## config.mk

```make
export PLATFORM = sky130hd
export DESIGN_NAME = quad_encoder_tx
export DESIGN_NICKNAME = d
export VERILOG_FILES = /design/src/rtl/quad_encoder_tx.sv
export SDC_FILE = /design/constraint.sdc
export NUM_CORES = 1
export LEC_CHECK = 0
export CAP_MARGIN = 25
export CELL_PAD_IN_SITES_DETAIL_PLACEMENT = 0
export CELL_PAD_IN_SITES_GLOBAL_PLACEMENT = 1
export CORE_AREA = 2 2 62 53
export DETAILED_ROUTE_END_ITERATION = 6
export DIE_AREA = 0 0 64 55
export GPL_ROUTABILITY_DRIVEN = 0
export GPL_TIMING_DRIVEN = 1
export HOLD_SLACK_MARGIN = 0.02
export PLACE_DENSITY_LB_ADDON = 0.08
export SETUP_SLACK_MARGIN = 0.1
export SLEW_MARGIN = 25
export SYNTH_ARGS = -nofsm -noshare
export SYNTH_HDL_FRONTEND = slang
export SYNTH_SLANG_ARGS = --single-unit
```

## constraint.sdc

```tcl
create_clock -name clk -period 6.1 [get_ports clk]
set_clock_uncertainty 0.1 [all_clocks]
set_input_delay 1.22 -clock clk [delete_from_list [all_inputs] [get_ports clk]]
set_output_delay 1.22 -clock clk [all_outputs]
set_load 0.1 [all_outputs]
```

## src/rtl/quad_encoder_tx.sv

```systemverilog
// Quadrature transmitter: turns left/right step requests into rotary-encoder A/B
// detent cycles, buffering pending steps in a saturating signed counter.
module quad_encoder_tx #(
  parameter int PHASE_CYCLES = 4,
  parameter int CNT_W        = 4
) (
  input  logic clk,
  input  logic rst,
  input  logic step_right,
  input  logic step_left,
  output logic rota,
  output logic rotb,
  output logic busy,
  output logic overflow
);

  localparam int TMR_W = (PHASE_CYCLES > 1) ? $clog2(PHASE_CYCLES) : 1;
  localparam logic [TMR_W-1:0] TMR_LAST = TMR_W'(PHASE_CYCLES - 1);
  localparam logic signed [CNT_W-1:0] P_MAX = {1'b0, {(CNT_W-1){1'b1}}};
  localparam logic signed [CNT_W-1:0] P_MIN = {1'b1, {(CNT_W-1){1'b0}}};
  localparam logic signed [CNT_W-1:0] P_ONE = {{(CNT_W-1){1'b0}}, 1'b1};

  typedef enum logic [2:0] {IDLE, PH1, PH2, PH3, PH4} state_t;

  state_t                  state, state_n;
  logic [TMR_W-1:0]        timer, timer_n;
  logic signed [CNT_W-1:0] pend, pend_n, pend_adj;
  logic                    dir_cw, dir_cw_n;
  logic                    start, phase_end;
  logic                    ovf_n, rota_n, rotb_n, busy_n;

  always_ff @(posedge clk or posedge rst) begin
    if (rst) begin
      state    <= IDLE;
      timer    <= '0;
      pend     <= '0;
      dir_cw   <= 1'b0;
      rota     <= 1'b0;
      rotb     <= 1'b0;
      busy     <= 1'b0;
      overflow <= 1'b0;
    end else begin
      state    <= state_n;
      timer    <= timer_n;
      pend     <= pend_n;
      dir_cw   <= dir_cw_n;
      rota     <= rota_n;
      rotb     <= rotb_n;
      busy     <= busy_n;
      overflow <= ovf_n;
    end
  end

  always_comb begin
    state_n   = state;
    timer_n   = timer;
    dir_cw_n  = dir_cw;
    start     = 1'b0;
    phase_end = (timer == TMR_LAST);

    unique case (state)
      IDLE: start = (pend != '0);
      PH1, PH2, PH3: begin
        if (phase_end) begin
          state_n = state_t'(state + 3'd1);
          timer_n = '0;
        end else begin
          timer_n = timer + TMR_W'(1);
        end
      end
      PH4: begin
        if (phase_end) begin
          start   = (pend != '0);
          state_n = IDLE;
          timer_n = '0;
        end else begin
          timer_n = timer + TMR_W'(1);
        end
      end
      default: begin
        state_n = IDLE;
        timer_n = '0;
      end
    endcase

    if (start) begin
      state_n  = PH1;
      timer_n  = '0;
      dir_cw_n = ~pend[CNT_W-1];
    end
  end

  // Consumption happens first so a request arriving on the same edge sees the freed slot.
  always_comb begin
    pend_adj = pend;
    if (start) pend_adj = pend[CNT_W-1] ? (pend + P_ONE) : (pend - P_ONE);
    pend_n = pend_adj;
    ovf_n  = 1'b0;
    if (step_right && !step_left) begin
      if (pend_adj == P_MAX) ovf_n  = 1'b1;
      else                   pend_n = pend_adj + P_ONE;
    end else if (step_left && !step_right) begin
      if (pend_adj == P_MIN) ovf_n  = 1'b1;
      else                   pend_n = pend_adj - P_ONE;
    end
  end

  // Outputs are registered from the next state so they line up with state entry.
  always_comb begin
    rota_n = 1'b0;
    rotb_n = 1'b0;
    unique case (state_n)
      PH1:     {rota_n, rotb_n} = dir_cw_n ? 2'b10 : 2'b01;
      PH2:     {rota_n, rotb_n} = 2'b11;
      PH3:     {rota_n, rotb_n} = dir_cw_n ? 2'b01 : 2'b10;
      default: {rota_n, rotb_n} = 2'b00;
    endcase
    busy_n = (state_n != IDLE) || (pend_n != '0);
  end

endmodule

```

==> metrics.md <==
| Metric | Value |
|---|---|
| Synth async-reset ratio | `1.00` |
| Grt ovf | `0` |
| Initial cell density of the core | `0.428` |
| CORE AREA | `0.00291 mm2` |
| Flops & latches, synth | `14` |
| Setup TNS | `0 ns` |
| Num Clock Sinks | `14` |
| DRT antenna net count | `0` |
| Syn Inst Count | `144` |
| TritonRoute pass-1 iters | `4` |
| Mapped cell area | `0.00124 mm2` |
| Syn nets | `161` |
| Max Root-Sink Buffers | `2` |
| WL per Instance | `about 14 um` |
| Max FO, Critical Path | `14` |
| CTS tree | `built` |
| Kind of critical path | `register to register` |
| Layout cells sized above 1 | `0.0738` |
| Synth warn | `0` |
| Period Utilization, post-route | `0.707` |
| Crit path arrival time | `4.35 ns` |
| Post-cts sizing count | `0` |
| CP delay by family, top | `simple AND/OR/NAND/NOR gates` |
| Via/cell ratio | `between 5 and 6` |
| Post-synth top area share | `0.282` |
| Ys flop type | `dfrtp_1` |
| Layout overhead on the synthesized area | `8.05%` |
| Startpoint Class | `register` |
| Cell with the most instances after synthesis | `nand2_1` |
| RSZ-0062 raised after global routing | `no` |
| Die area | `0.00352 mm2` |
| Number of distinct library cells after synthesis | `51` |
| Max-Slew Margin vs Limit | `0.352` |
| Clock period minus worst slack | `4.31 ns` |
| Register area share after synthesis | `0.282` |
| GRT Resource Usage Total | `0.166` |
| EDFF count, synth | `0` |
| Max stage delay on crit path | `0.60 ns` |
| N_diodes | `0` |
| Final setup violation count | `0` |
| Number of port buffers | `7` |
| Total wire length | `2.67 mm` |
| Slew Viols, Final | `0` |
| H-tree depth | `1` |
| CP required | `around 6 ns` |
| Fmax | `232 MHz` |
| Ports | `8` |
| Via count | `1082` |
| Post-Syn Area per Cell | `about 8.6 um2` |
| DIE HEIGHT | `55 um` |
| Max Cap Viol | `0` |
| Root Buffer | `clkbuf_4` |
| Slew @ Worst Pin | `0.970 ns` |
| Clock transition at path regs | `0.07 ns` |
| DRC Markers | `0` |
| Post-DP HPWL | `between 2 and 2.5 mm` |
| Tightest Hold Check Type | `register to register` |
| Final number of hold-violating endpoints | `0` |
| Worst-path cell chain | `inv_1 -> ha_1 -> inv_1 -> nor3_2 -> a22oi_1 -> ha_1 -> nor2b_1 -> a311oi_1 -> o21ai_0 -> nor2_1 -> a21oi_1 -> or4_1` |
| Crit path buffers/inverters | `2` |
| Leading post-synthesis cells by cell area | `dfrtp_1 (28%), ha_1 (12%), nand2_1 (5.1%), inv_1 (3.6%), nor2_1 (3.3%)` |
| Hold-fix buffer count after cts | `0` |
| CP endpoint kind | `register` |
| Die Span X | `roughly 64 um` |
| Commonest cells post-synth | `nand2_1 (17), dfrtp_1 (14), ha_1 (12), inv_1 (12), nor2_1 (11)` |
| Rows | `18` |
| Postcts setup bufs | `0` |
| DRT iter0 DRCs | `87` |
| Status | `complete, no violations` |
| Crit-path slowest cell | `nor3_2` |
| Initial antenna violation count | `0` |
| First-pass GRT wire length | `roughly 4.4 mm` |
| Largest net degree at the start of global routing | `15` |
| NumNets Final | `168` |
| CTS buffer count | `3` |
| Vias in the first global route | `979` |
| Clock Latency Late Sink | `0.27 ns` |
| Cell taking the most area after synthesis | `dfrtp_1` |
path summary, 6_finish.rpt:
check                      startpoint       end  slack [ns]  depth (start not counted)
max                          state[0]      busy        1.79                         12
min                          timer[0]  timer[0]        0.39                          1
max reg2reg                  state[0]      busy        1.79                         12
min reg2reg                  timer[0]  timer[0]        0.39                          1
max in group asynchronous         rst   pend[3]        4.39                          2
min in group asynchronous         rst      rota        1.17                          2
final cells by class:
class / count / area [um2]
repair buffers: 7 / 70.1
multi-input cells: 113 / 806
well taps: 40 / 50.0
clock buffers: 3 / 22.5
inverters: 12 / 45.0
flip-flops and latches: 14 / 350
fillers: 290 / 1560
flip-flops by register name, indices dropped and copies added, names as in the netlist:
| register | count |
|---|---|
| rotb | 1 |
| timer | 2 |
| state | 3 |
| dir_cw | 1 |
| busy | 1 |
| rota | 1 |
| pend | 4 |
| overflow | 1 |
kinds of logic (layout without fill, tap and decap cells):
family                   Yosys count  after routing  share of synthesized area
XOR/XNOR                           4              4                     0.0282
buffers and inverters             17             22                     0.0704
AND/OR/NAND/NOR                   53             53                      0.220
multiplexers                       2              2                     0.0161
flip-flops                        14             14                      0.282
AO/OA/AOI/OAI                     41             41                      0.246
adder cells (fa/ha/maj)           13             13                      0.137
stage by stage:
| stage | setup slack, ns | std cells | utilization | hold slack (ns) | instance area (um2) |
|---|---|---|---|---|---|
| finish | 1.79 | 189 | 0.463 | 0.390 | 1340 |
| global route | 1.45 | 189 | 0.463 | 0.420 | 1340 |
| CTS | 1.88 | 189 | 0.463 | 0.394 | 1340 |
| detailed placement | 1.91 | 186 | 0.455 | 0.382 | 1320 |
| global placement | 1.94 | 186 | 0.455 | 0.381 | 1320 |
| floorplan | 2.94 | 144 | - | 0.357 | 1240 |
per-layer routing:
layer  GRT usage  vias to the layer above  part of all wire
li1            -                      531                 -
met1       0.226                      497              0.50
met2       0.273                       50              0.43
met3      0.0304                        4             0.060
met4      0.0507                        0             0.014
met5           0                        -                 0
placed cells by master, fill, tap and decap left out, types with 3 or more instances in the layout:
| cell | count |
|---|---|
| clkdlybuf4s50_1 | 7 |
| a211oi_1 | 3 |
| nor3_1 | 3 |
| a21oi_1 | 7 |
| ha_1 | 12 |
| dfrtp_1 | 14 |
| inv_1 | 12 |
| nor2_1 | 11 |
| o21ai_0 | 7 |
| clkbuf_4 | 3 |
| o22ai_1 | 3 |
| nand2b_1 | 3 |
| nor2b_1 | 4 |
| nand2_1 | 17 |
Power is not shown: default switching activity piles up to over one toggle a cycle in this logic, so the estimate is an artifact.
